### src/rtl/remote_result_receiver_if.sv
`default_nettype none
// =============================================================================
// Module   : remote_result_receiver_if
// Brief    : Serial input and display-side result bundle of the result receiver.
// Revision : 1.0 - initial release
// =============================================================================
interface remote_result_receiver_if;
    logic       rxd;
    logic [3:0] num1;
    logic [3:0] num2;
    logic [3:0] num3;
    logic [3:0] num4;
    logic       sign;
    logic       overflow;
    logic       resultValid;
    logic       frameError;
    logic       checksumError;

    // master: line driver / display consumer; slave: the receiver block
    modport master (
        output rxd,
        input  num1, num2, num3, num4, sign, overflow,
        input  resultValid, frameError, checksumError
    );

    modport slave (
        input  rxd,
        output num1, num2, num3, num4, sign, overflow,
        output resultValid, frameError, checksumError
    );
endinterface
`default_nettype wire

### src/rtl/remote_result_receiver.sv
`default_nettype none
// =============================================================================
// Module   : remote_result_receiver
// Brief    : 8N1 UART receiver + result-frame parser with signed-to-BCD output.
//            Define RX_CHECKSUM_EN for the 4-byte frame with checksum check.
// Revision : 1.0 - initial release
// =============================================================================
module remote_result_receiver #(
    parameter int clkFreq     = 50000000,
    parameter int baudRate    = 9600,
    parameter int timeoutBits = 20
) (
    input  wire logic               clk,
    input  wire logic               reset,
    remote_result_receiver_if.slave bus
);
    localparam int         c_DIV    = clkFreq / (baudRate * 16);
    localparam int         c_DIV_W  = (c_DIV > 1) ? $clog2(c_DIV) : 1;
    localparam int         c_TO     = timeoutBits * 16;
    localparam int         c_TO_W   = $clog2(c_TO + 1);
    localparam logic [7:0] c_HEADER = 8'h3D;

    typedef enum logic [2:0] {
        R_IDLE = 3'd0, R_START = 3'd1, R_DATA = 3'd2, R_STOP = 3'd3, R_BREAK = 3'd4
    } rx_state_t;

    typedef enum logic [2:0] {
        P_IDLE = 3'd0, P_HI = 3'd1, P_LO = 3'd2, P_SUM = 3'd3, P_CONV = 3'd4, P_LOAD = 3'd5
    } p_state_t;

    logic               r_rx_meta, r_rx_sync, r_rx_prev;
    logic [c_DIV_W-1:0] r_div_cnt;
    logic               w_tick, w_fall;

    always_ff @(posedge clk) begin
        if (reset) begin
            r_rx_meta <= 1'b1;
            r_rx_sync <= 1'b1;
            r_rx_prev <= 1'b1;
            r_div_cnt <= '0;
        end else begin
            r_rx_meta <= bus.rxd;
            r_rx_sync <= r_rx_meta;
            r_rx_prev <= r_rx_sync;
            r_div_cnt <= w_tick ? '0 : r_div_cnt + c_DIV_W'(1);
        end
    end

    assign w_tick = (r_div_cnt == c_DIV_W'(c_DIV - 1));
    assign w_fall = r_rx_prev & ~r_rx_sync;

    // ---------------- byte receiver ----------------
    rx_state_t  r_rx_state, w_rx_next;
    logic [3:0] r_tick_cnt, w_tick_cnt_next;
    logic [2:0] r_bit_cnt, w_bit_cnt_next;
    logic [7:0] r_shift, w_shift_next;
    logic       r_byte_valid, w_byte_valid_next;
    logic       r_frame_err, w_frame_err_next;

    always_ff @(posedge clk) begin
        if (reset) begin
            r_rx_state   <= R_IDLE;
            r_tick_cnt   <= '0;
            r_bit_cnt    <= '0;
            r_shift      <= '0;
            r_byte_valid <= 1'b0;
            r_frame_err  <= 1'b0;
        end else begin
            r_rx_state   <= w_rx_next;
            r_tick_cnt   <= w_tick_cnt_next;
            r_bit_cnt    <= w_bit_cnt_next;
            r_shift      <= w_shift_next;
            r_byte_valid <= w_byte_valid_next;
            r_frame_err  <= w_frame_err_next;
        end
    end

    always_comb begin
        w_rx_next         = r_rx_state;
        w_tick_cnt_next   = r_tick_cnt;
        w_bit_cnt_next    = r_bit_cnt;
        w_shift_next      = r_shift;
        w_byte_valid_next = 1'b0;
        w_frame_err_next  = 1'b0;
        case (r_rx_state)
            R_IDLE: if (w_fall) begin
                w_rx_next       = R_START;
                w_tick_cnt_next = '0;
            end
            R_START: if (w_tick) begin
                if (r_tick_cnt == 4'd7) begin
                    w_tick_cnt_next = '0;
                    w_bit_cnt_next  = '0;
                    w_rx_next       = r_rx_sync ? R_IDLE : R_DATA;
                end else begin
                    w_tick_cnt_next = r_tick_cnt + 4'd1;
                end
            end
            R_DATA: if (w_tick) begin
                w_tick_cnt_next = r_tick_cnt + 4'd1;
                if (r_tick_cnt == 4'd15) begin
                    w_shift_next   = {r_rx_sync, r_shift[7:1]};
                    w_bit_cnt_next = r_bit_cnt + 3'd1;
                    if (r_bit_cnt == 3'd7)
                        w_rx_next = R_STOP;
                end
            end
            R_STOP: if (w_tick) begin
                w_tick_cnt_next = r_tick_cnt + 4'd1;
                if (r_tick_cnt == 4'd15) begin
                    if (r_rx_sync) begin
                        w_byte_valid_next = 1'b1;
                        w_rx_next         = R_IDLE;
                    end else begin
                        w_frame_err_next  = 1'b1;
                        w_rx_next         = R_BREAK;
                    end
                end
            end
            R_BREAK: if (r_rx_sync) w_rx_next = R_IDLE;
            default: w_rx_next = R_IDLE;
        endcase
    end

    // ---------------- frame parser ----------------
    p_state_t          r_p_state, w_p_next;
    logic [c_TO_W-1:0] r_to_cnt;
    logic              w_timeout;
    logic [7:0]        r_hi;
`ifdef RX_CHECKSUM_EN
    logic [7:0]        r_lo;
`endif
    logic [15:0]       w_value, w_mag;
    logic [15:0]       r_bin;
    logic [19:0]       r_bcd;
    logic [15:0]       w_bcd_adj;
    logic [19:0]       w_bcd_shift;
    logic [3:0]        r_conv_cnt;
    logic              r_neg;
    logic [3:0]        r_num1, r_num2, r_num3, r_num4;
    logic              r_sign, r_overflow, r_result_valid, r_cksum_err;

    assign w_timeout = (r_to_cnt == c_TO_W'(c_TO));

`ifdef RX_CHECKSUM_EN
    assign w_value = {r_hi, r_lo};
`else
    assign w_value = {r_hi, r_shift};
`endif
    // Unsigned 16-bit negate, so 0x8000 maps to 32768.
    assign w_mag = w_value[15] ? (~w_value + 16'd1) : w_value;

    // The top digit never reaches 5 before the final shift, so it needs no adjust.
    always_comb begin
        w_bcd_adj = r_bcd[15:0];
        for (int i = 0; i < 4; i++) begin
            if (r_bcd[4*i +: 4] >= 4'd5)
                w_bcd_adj[4*i +: 4] = r_bcd[4*i +: 4] + 4'd3;
        end
    end
    assign w_bcd_shift = {r_bcd[18:16], w_bcd_adj, r_bin[15]};

    always_ff @(posedge clk) begin
        if (reset) r_p_state <= P_IDLE;
        else       r_p_state <= w_p_next;
    end

    always_comb begin
        w_p_next = r_p_state;
        case (r_p_state)
            P_IDLE: if (r_byte_valid && r_shift == c_HEADER) w_p_next = P_HI;
            P_HI: begin
                if (r_byte_valid)   w_p_next = P_LO;
                else if (w_timeout) w_p_next = P_IDLE;
            end
            P_LO: begin
`ifdef RX_CHECKSUM_EN
                if (r_byte_valid)   w_p_next = P_SUM;
`else
                if (r_byte_valid)   w_p_next = P_CONV;
`endif
                else if (w_timeout) w_p_next = P_IDLE;
            end
`ifdef RX_CHECKSUM_EN
            P_SUM: begin
                if (r_byte_valid)   w_p_next = (r_shift == (r_hi ^ r_lo)) ? P_CONV : P_IDLE;
                else if (w_timeout) w_p_next = P_IDLE;
            end
`endif
            P_CONV: if (r_conv_cnt == 4'd15) w_p_next = P_LOAD;
            P_LOAD: w_p_next = P_IDLE;
            default: w_p_next = P_IDLE;
        endcase
    end

    always_ff @(posedge clk) begin
        if (reset) begin
            r_to_cnt       <= '0;
            r_hi           <= '0;
`ifdef RX_CHECKSUM_EN
            r_lo           <= '0;
`endif
            r_bin          <= '0;
            r_bcd          <= '0;
            r_conv_cnt     <= '0;
            r_neg          <= 1'b0;
            r_num1         <= '0;
            r_num2         <= '0;
            r_num3         <= '0;
            r_num4         <= '0;
            r_sign         <= 1'b0;
            r_overflow     <= 1'b0;
            r_result_valid <= 1'b0;
            r_cksum_err    <= 1'b0;
        end else begin
            r_result_valid <= 1'b0;
            r_cksum_err    <= 1'b0;
            if (r_byte_valid)
                r_to_cnt <= '0;
            else if (w_tick && !w_timeout)
                r_to_cnt <= r_to_cnt + c_TO_W'(1);

            case (r_p_state)
                P_HI: if (r_byte_valid) r_hi <= r_shift;
                P_LO: if (r_byte_valid) begin
`ifdef RX_CHECKSUM_EN
                    r_lo <= r_shift;
`else
                    r_bin      <= w_mag;
                    r_bcd      <= '0;
                    r_conv_cnt <= '0;
                    r_neg      <= w_value[15];
`endif
                end
`ifdef RX_CHECKSUM_EN
                P_SUM: if (r_byte_valid) begin
                    if (r_shift == (r_hi ^ r_lo)) begin
                        r_bin      <= w_mag;
                        r_bcd      <= '0;
                        r_conv_cnt <= '0;
                        r_neg      <= w_value[15];
                    end else begin
                        r_cksum_err <= 1'b1;
                    end
                end
`endif
                P_CONV: begin
                    r_bin      <= {r_bin[14:0], 1'b0};
                    r_bcd      <= w_bcd_shift;
                    r_conv_cnt <= r_conv_cnt + 4'd1;
                end
                P_LOAD: begin
                    if (r_bcd[19:16] != 4'd0) begin
                        {r_num1, r_num2, r_num3, r_num4} <= 16'h9999;
                        r_overflow <= 1'b1;
                    end else begin
                        {r_num1, r_num2, r_num3, r_num4} <= r_bcd[15:0];
                        r_overflow <= 1'b0;
                    end
                    // A negative value is never zero, so the sign bit alone suffices.
                    r_sign         <= r_neg;
                    r_result_valid <= 1'b1;
                end
                default: ;
            endcase
        end
    end

    assign bus.num1          = r_num1;
    assign bus.num2          = r_num2;
    assign bus.num3          = r_num3;
    assign bus.num4          = r_num4;
    assign bus.sign          = r_sign;
    assign bus.overflow      = r_overflow;
    assign bus.resultValid   = r_result_valid;
    assign bus.frameError    = r_frame_err;
    assign bus.checksumError = r_cksum_err;
endmodule
`default_nettype wire

### src/flat_wrapper.sv
// flat-port wrapper written by rule: the top's interface ports become plain ports
module remote_result_receiver_flat 
#(
    parameter int clkFreq     = 50000000,
    parameter int baudRate    = 9600,
    parameter int timeoutBits = 20
)
  (clk, reset, bus_rxd, bus_num1, bus_num2, bus_num3, bus_num4, bus_sign, bus_overflow, bus_resultValid, bus_frameError, bus_checksumError);
  remote_result_receiver_if bus_i ();
  input  wire logic clk;
  input  wire logic reset;
  input wire logic [$bits(bus_i.rxd)-1:0] bus_rxd;
  output wire logic [$bits(bus_i.num1)-1:0] bus_num1;
  output wire logic [$bits(bus_i.num2)-1:0] bus_num2;
  output wire logic [$bits(bus_i.num3)-1:0] bus_num3;
  output wire logic [$bits(bus_i.num4)-1:0] bus_num4;
  output wire logic [$bits(bus_i.sign)-1:0] bus_sign;
  output wire logic [$bits(bus_i.overflow)-1:0] bus_overflow;
  output wire logic [$bits(bus_i.resultValid)-1:0] bus_resultValid;
  output wire logic [$bits(bus_i.frameError)-1:0] bus_frameError;
  output wire logic [$bits(bus_i.checksumError)-1:0] bus_checksumError;
  assign bus_i.rxd = bus_rxd;
  assign bus_num1 = bus_i.num1;
  assign bus_num2 = bus_i.num2;
  assign bus_num3 = bus_i.num3;
  assign bus_num4 = bus_i.num4;
  assign bus_sign = bus_i.sign;
  assign bus_overflow = bus_i.overflow;
  assign bus_resultValid = bus_i.resultValid;
  assign bus_frameError = bus_i.frameError;
  assign bus_checksumError = bus_i.checksumError;
  remote_result_receiver #(.clkFreq(clkFreq), .baudRate(baudRate), .timeoutBits(timeoutBits)) u_core (.clk(clk), .reset(reset), .bus(bus_i));
endmodule
### config.mk
export PLATFORM = sky130hd
export DESIGN_NAME = remote_result_receiver_flat
export DESIGN_NICKNAME = d
export VERILOG_FILES = /design/src/rtl/remote_result_receiver_if.sv /design/src/rtl/remote_result_receiver.sv /design/src/flat_wrapper.sv
export SDC_FILE = /design/constraint.sdc
export NUM_CORES = 1
export LEC_CHECK = 0
export CAP_MARGIN = 20
export CORE_UTILIZATION = 30
export CTS_CLUSTER_DIAMETER = 200
export DETAILED_ROUTE_END_ITERATION = 10
export DONT_BUFFER_PORTS = 1
export PLACE_DENSITY = 0.5
export SYNTH_ARGS = -nofsm -noshare
export SYNTH_HDL_FRONTEND = slang
export SYNTH_SLANG_ARGS = --single-unit
### constraint.sdc
create_clock -name clk -period 2.58 [get_ports clk]
set_clock_uncertainty 0.15 [all_clocks]
set_input_delay 0.258 -clock clk [delete_from_list [all_inputs] [get_ports clk]]
set_output_delay 0.258 -clock clk [all_outputs]
set_load 0.01 [all_outputs]
======== Word level (Yosys, flattened, before mapping) ========
Cells that the tools add are included.
storage, ports and cells
  register bits ........................... 112
  input port bits ......................... 3
  logic and storage cells ................. 140
operators by class
  $add $sub $neg .......................... 10
  $lt $le $gt $ge ......................... 4
  equal/unequal tests ..................... 28
  multiplexer cells ....................... 47
  bitwise logic cells ..................... 6
  reduce and logical (&&, ||, !) cells .... 21
operator list
  cell                                                                    count
  3-bit 2-to-1 mux                                                        19
  4-bit 2-to-1 mux                                                        13
  20-bit one-hot mux with 2 select lines                                  1
  16-bit 2-to-1 mux                                                       2
  16-bit one-hot mux with 2 select lines                                  1
  2-bit by 1-bit != test with 1-bit output (second input constant)        13
  20-bit 2-to-1 mux                                                       1
  9-bit by 1-bit adder with 9-bit output (second input constant)          2
  9-bit == test (second input constant)                                   2
  16-bit by 1-bit adder with 16-bit output (second input constant)        1
  4-bit by 2-bit adder with 4-bit output (second input constant)          4
  4-bit by 3-bit >= comparator with 1-bit output (second input constant)  4
  16-bit inverter                                                         1
  3-bit one-hot mux with 5 select lines                                   1
  3-bit == test (second input constant)                                   4
  3-bit one-hot mux with 4 select lines                                   1
  4-bit one-hot mux with 3 select lines                                   1
  3-bit by 2-bit == test with 1-bit output (second input constant)        3
  9-bit AND reduction                                                     1
  4-bit by 1-bit adder with 4-bit output (second input constant)          2
  4-bit == test (second input constant)                                   2
  8-bit by 6-bit == test with 1-bit output (second input constant)        1
  4-bit one-hot mux with 2 select lines                                   1
  2-bit AND reduction                                                     4
  19 further kinds                                                        31

======== Logic depth before layout (Yosys ltp) ========
Gate-level depths: netlist of the first run.
  word-level depth ........................ 5
  gate-level depth with buffers ........... 7
  mapped depth without buffers ............ 7

======== Least setup slack after synthesis of the first run ========
Ideal clock, no wire load.
  path kind ............................... reg-to-reg
  start ................................... reg u_core.r_div_cnt[0]
  end ..................................... reg u_core.r_tick_cnt[0]
  library setup time ...................... 0.070 ns
  arrival time ............................ 1.665 ns
  required time ........................... 2.360 ns
  path slack .............................. 0.694 ns
  cell stages (with the launch flop) ...... 7
  path buffers ............................ 0
  clock period less this slack ............ 1.886 ns
  cell sequence ........................... dfxtp_1 > inv_1 > ha_1 > nand4bb_1 > o31a_2 > or4_1 > a21oi_1
between the ends
  word-level cells in the longest chain between the ends .. 3
RTL lines
  element                                                    RTL line                      RTL
  from (decl)                                                remote_result_receiver.sv:32  logic [c_DIV_W-1:0] r_div_cnt;
  from (signal assigned)                                     remote_result_receiver.sv:45  r_div_cnt <= w_tick ? '0 : r_div_cnt + c_DIV_W'(1);
  9-bit == test *                                            remote_result_receiver.sv:49  assign w_tick = (r_div_cnt == c_DIV_W'(c_DIV - 1));
  2-bit by 1-bit != test with 1-bit output (no source line)  --
  4-bit AND reduction (no source line) *                     --
  to (signal assigned)                                       remote_result_receiver.sv:70  r_tick_cnt <= w_tick_cnt_next;
  to (decl)                                                  remote_result_receiver.sv:54  logic [3:0] r_tick_cnt, w_tick_cnt_next;
Mark *: on every way between the ends. The rest lies on a longest branch, timed or not.
A chain may end at the register's enable or synchronous reset.

======== Worst setup path in the final report of the first run ========
  start ................................... reg u_core.r_div_cnt[0]
  end ..................................... reg u_core.r_rx_state[0]
between the ends
  word-level cells in the longest chain between the ends .. 3
RTL lines
  element                                                    RTL line                      RTL
  9-bit == test *                                            remote_result_receiver.sv:49
  2-bit by 1-bit != test with 1-bit output (no source line)  --
  9-bit AND reduction (no source line) *                     --
  to (signal assigned)                                       remote_result_receiver.sv:69  r_rx_state <= w_rx_next;
  to (decl)                                                  remote_result_receiver.sv:53  rx_state_t r_rx_state, w_rx_next;
Marks and branches as above.

==> results.toml, run 1 <==
[worst_setup_path]
worstPathRequired_ps = 2730
path_class = "reg2reg"
critPathLaunchType = "register"
reg2regPathDepth = 6
worst_setup_path_end_kind = "register"
cp_max_fo = 5
worstPathArrival_ps = 2250
crit-reg2reg-launch = "u_core.r_div_cnt[0]$_SDFF_PP0_"
critPathLaunch = "u_core.r_div_cnt[0]$_SDFF_PP0_"

[route]
wl_met2_mm = 5.45
viasPerCell = 5.14
initialDrtViolationCount = 239
vias = 4149
wl_per_cell_um = 14.2
firstDrtPassIters = 5
drt_wl_total_mm = 11.5
drcViolationCount = 0
ant_nets = 0
met3_length_um = 313
wl_met1_mm = 5.55
dr.max_layer_used = "met4"

[die]
initial_core_util = 0.308
die_width_um = 133
dieArea_um2 = 17600
dieHeight_um = 133
io_pins = 24
core-area_um2 = 16600
rows = 47

[yosys]
ys_types = 63
synthTopCellsByCount = "112 x dfxtp_1, 74 x nor2_1, 58 x nand2_1, 40 x a21oi_1, 33 x clkbuf_1"
synth_seq_cells = 112
syn_inst = 601
synth_most_common_cell = "dfxtp_1"
yosysSeqAreaShare = 0.437
synth-edff-count = 0
synth_area_leaders = "dfxtp_1 44%, nor2_1 5.4%, ha_1 4.4%, nand2_1 4.2%, a22oi_1 3.9%"
synth-main-ff-cell = "dfxtp_1"
yosys_warnings = 0
synth_top_area_cell = "dfxtp_1"
postSynthAreaPerCell_um2 = 8.54
postSynth.asyncResetShare = 0
syn_area_um2 = 5130
synth_fp_nets = 622
synth_top_area_frac = 0.437

[grt]
grt_pass1_wl_mm = 19.6
grt_max_degree = 86
grt_pass1_vias = 3961
grtUsageTotal = 0.138
antenna_found_initial = 0
overflow = 0

[worst_hold_path]
whs_path_depth = 2
hp-class = "in2reg"
min-delay-start = "reset"

[timing]
setup_viol = 0
slew-limit-headroom = 0.571
fmax_mhz = 476
period_share = 0.814
fin_crit_ps = 2100
hold_violations = 0
setup-tns-final_ps = 0
rsz0062_at_grt = "false"
slew_viol_final = 0
whs_ps = 39.2
tightestPinTransition_ps = 641

[outcome]
status = "finished, final reports clean"

[clock_tree]
post_cts_resize_count = 0
clock_path_buffers = 2
root_buffer = "clkbuf_16"
clk_pin_slew_worst_paths_ps = 80
cts_tree = "done"
clock_sinks = 112
cts_buffers = 9
htreeDepth = 3
insertion_delay_ps = 360

[cells_and_area]
drive_gt1_frac = 0.0647
multi_input_area_um2 = 2670
postLayoutCoreUtil = 0.340
seq_area_um2 = 2240
antenna_cells = 0
n_fill_cell = 1734
finalInstanceArea_um2 = 5650
nets = 603
synthToLayoutAreaGrowth_pct = 10.1

[pwr]
vdd_drop_max_mv = 0.279
p_leak_uw = 0.00198
pwr-share-seq = 0.518
power.density_nw_per_um2 = 609
p_int_uw = 2590
p_total_uw = 3440
p_sw_frac = 0.247
clkPwrFrac = 0.426
switchingPower_uw = 851
pwr-share-comb = 0.056

[place]
dp_hpwl_mm = 7.67
placed_area_um2 = 5300
gp_congestion = 0.769
port_buffers = 0

[flow_run]
maxCapViolCount = 0
[final timing paths]
kind	to	slack [ps]
setup / recovery	u_core.r_rx_state[0]$_SDFFE_PP0P_	480
hold reg to reg	u_core.r_rx_sync$_SDFF_PP1_	260
setup reg to reg	u_core.r_rx_state[0]$_SDFFE_PP0P_	480
hold / removal	u_core.r_rx_state[0]$_SDFFE_PP0P_	40
[state kept, by name, indices dropped and copies added (netlist names), 4 cells and up]
| register | flops |
|---|---|
| u_core.r_bin | 16 |
| u_core.r_hi | 8 |
| u_core.r_div_cnt | 9 |
| u_core.r_shift | 8 |
| u_core.r_conv_cnt | 4 |
| u_core.bus.num4 | 4 |
| u_core.r_tick_cnt | 4 |
| u_core.bus.num3 | 4 |
| u_core.bus.num2 | 4 |
| u_core.r_bcd | 20 |
| u_core.r_to_cnt | 9 |
| u_core.bus.num1 | 4 |
[critical path, cell delays in order (launching register included)]
cell and delay [ps]:
dfxtp_1 340, inv_1 80, ha_1 170, nand4bb_1 210, or3_1 440, a2111oi_0 480
a32o_1 180
[per-layer routing]
metal / GRT usage / vias to the layer above
li1: - / 2101
met1: 0.175 / 1989
met2: 0.230 / 49
met3: 0.0299 / 10
met4: 0.0492 / 0
met5: 0 / -
[timing repair]
item | 4_1_cts | 5_1_grt
hold buffers | 2 | 0
setup buffers | 0 | 0
hold endpoints to repair | 87 | 0
[cell type report]
| type | instances | share of cell area |
|---|---|---|
| sequential | 112 | 0.397 |
| inverter | 17 | 0.0113 |
| multi-input combinational | 433 | 0.472 |
| timing repair buffer | 9 | 0.0159 |
| tap | 220 | 0.0487 |
| clock buffer | 9 | 0.0398 |
| clock inverter | 7 | 0.0153 |
[cells by family after synthesis]
logic type | share of synthesized area
simple gates | 0.228
compound gates | 0.181
flops | 0.437
buf+inv | 0.0436
xor+xnor | 0.0478
fa+ha+maj | 0.0439
mux | 0.0176
other cells | 0.000731
[stage by stage]
| stage | worst slack, ps | instances |
|---|---|---|
| 2_1_floorplan | 694 | 601 |
| 3_3_place_gp | 562 | 789 |
| 3_5_place_dp | 517 | 789 |
| 4_1_cts | 489 | 807 |
| 5_1_grt | 321 | 807 |
| 6_report | 480 | 807 |
[cells in the final DEF, fill, tap and decap left out, drive strengths merged, types with 3 or more instances in the layout]
cell    Yosys  routed
a21o        4       4
mux2i       9       9
nand4       6       6
clkbuf     33       9
a22oi      27      27
inv        16      20
or3         5       5
o221a       4       4
nor2b       5       5
nor2       75      75
or4         3       3
dfxtp     112     112
and2        4       4
or2         4       4
a222oi      3       3
xnor2      14      14
nand3b      5       5
nand3      24      24
nor3       15      15
o31ai       5       5
a211oi      5       5
a21oi      40      40
nand2      58      58
o211ai      4       4
ha         18      18
a32oi       4       4
xor2       14      14
buf         6       8
nor4        5       5
nand2b      5       5
o22ai       8       8
o21ai      21      21
and3        5       5
a221oi      4       4
[power groups by stage]
| stage | registers, uW | logic, uW | clock network (uW) |
|---|---|---|---|
| final | 1780 | 194 | 1470 |
| after detailed placement | 1820 | 166 | 0 |
| after global placement | 1820 | 165 | 0 |
| after global routing | 1790 | 218 | 1580 |
| after floorplan | 1800 | 189 | 0 |
| after CTS | 1780 | 193 | 1520 |
No activity file was read; power rests on OpenSTA's default activity.
==> run 2, diff against run 1 <==
- clock period: 2.58 -> 2.2 ns (I/O delays scaled with it)
==> results.toml, run 2 (synthesis gave the netlist of run 1 again) <==
[outcome]
status = "finished, final reports clean"

[clock_tree]
postCtsSetupBuffers = 0
cts_buffers = 9
root_buffer = "clkbuf_16"
clock_sinks = 112
insertion_delay_ps = 360
clk_pin_slew_worst_paths_ps = 80
htreeDepth = 3
clock_path_buffers = 2
cts_tree = "done"

[route]
initialDrtViolationCount = 221
firstDrtPassIters = 4
drcViolationCount = 0
ant_nets = 0
drt_wl_total_mm = 12.1
wl_per_cell_um = 14.7
viasPerCell = 5.23
vias = 4283

[cells_and_area]
synthToLayoutAreaGrowth_pct = 13.1
largest_reg_flops = 20
n_fill_cell = 1672
top_regs = "u_core.r_bcd x20, u_core.r_bin x16"
finish.cell_count_without_fillers = 819
drive_gt1_frac = 0.0868
antenna_cells = 0
top_register = "u_core.r_bcd"
finalInstanceArea_um2 = 5800
multi_input_area_um2 = 2680
seq_area_um2 = 2240
postLayoutCoreUtil = 0.349
mostFrequentLayoutCell = "dfxtp_1"
nets = 615
final_cell_mix = "112 x dfxtp_1, 73 x nor2_1, 58 x nand2_1"

[pwr]
p_total_uw = 4180
p_leak_uw = 0.00206
vdd_drop_max_mv = 0.336
power.density_nw_per_um2 = 721

[worst_hold_path]
hp-class = "in2reg"

[die]
rows = 47
dieArea_um2 = 17600
die_width_um = 133
dieHeight_um = 133
core-area_um2 = 16600
io_pins = 24
initial_core_util = 0.308

[place]
dp_hpwl_mm = 8.15
placedCellCount = 801
port_buffers = 0
placed_area_um2 = 5420
gp_congestion = 0.813

[worst_setup_path]
cp_max_fo = 11
cpPeakStageDelay_ps = 590
worstPathRequired_ps = 2280
cp_cell_sequence = "or3b_2 > or4_1 > nand2_1 > a21oi_1"
cp_slowest_cell = "or4_1"
critPathLaunchType = "register"
worstPathArrival_ps = 2180
path_class = "reg2reg"
worst_setup_path_end_kind = "register"

[timing]
tightestPinTransition_ps = 958
setup-tns-final_ps = 0
slew-limit-headroom = 0.361
period_share = 0.957
slew_viol_final = 0
hold_violations = 0
setup_viol = 0
fmax_mhz = 475
fin_crit_ps = 2100

[grt]
antenna_found_initial = 0
grt_max_degree = 88
overflow = 0
grt_pass1_vias = 4213
grt_pass1_wl_mm = 20.3
grtUsageTotal = 0.142

[flow_run]
maxCapViolCount = 0
## run 2: area by class of cell
type | instances | area share
Timing Repair Buffer | 21 | 0.0354
Sequential cell | 112 | 0.386
Inverter | 17 | 0.0110
Clock buffer | 9 | 0.0388
Clock inverter | 7 | 0.0192
Multi-Input combinational cell | 433 | 0.462
Tap cell | 220 | 0.0474
## run 2: path summary, 6_finish.rpt
path	endpoint	from	slack (ps)	depth (start not counted)
hold / removal	u_core.r_to_cnt[7]$_SDFFE_PP0P_	reset	20	2
setup reg to reg	u_core.r_shift[4]$_SDFFE_PP0P_	u_core.r_rx_state[1]$_SDFFE_PP0P_	100	4
setup / recovery	u_core.r_shift[4]$_SDFFE_PP0P_	u_core.r_rx_state[1]$_SDFFE_PP0P_	100	4
hold reg to reg	u_core.r_rx_sync$_SDFF_PP1_	u_core.r_rx_meta$_SDFF_PP1_	270	1
## run 2: metrics by stage
step	setup WS [ps]	hold WS (ps)
4_1_cts	42.3	8.78
2_1_floorplan	314	174
3_5_place_dp	148	152
3_3_place_gp	161	147
6_report	95.4	15.5
5_1_grt	-11.6	35.0
## run 2: power breakdown
group,internal [uW],switching [uW]
logic,103,156
registers,2050,48.3
clock network,1020,806
total,3170,1010
## run 2: critical path, delay by kind of cell (launching register included)
kind	cells	cell delay (ps)
compound gates	1	70
simple gates	3	1230
flops	1	520
## run 2: routing by layer
layer,wire (um),part of all wire,GRT usage,vias up
met5,0,0,0,-
met1,5930,0.49,0.183,2070
li1,-,-,-,2126
met2,5450,0.45,0.227,62
met4,305,0.025,0.0632,0
met3,380,0.031,0.0303,25
## run 2: timing repair
item / in CTS / in global routing
resized for setup: 1 / 2
hold endpoints to repair: 90 / 0
gates cloned: 0 / 0
hold buffers: 2 / 0
endpoints found under the setup margin: 1 / 1
==> run 3, diff against run 2 <==
- SLEW_MARGIN: unset -> 10
==> results of run 3 <==
Same layout as run 2: the final DEF is identical, and so are final timing and power.
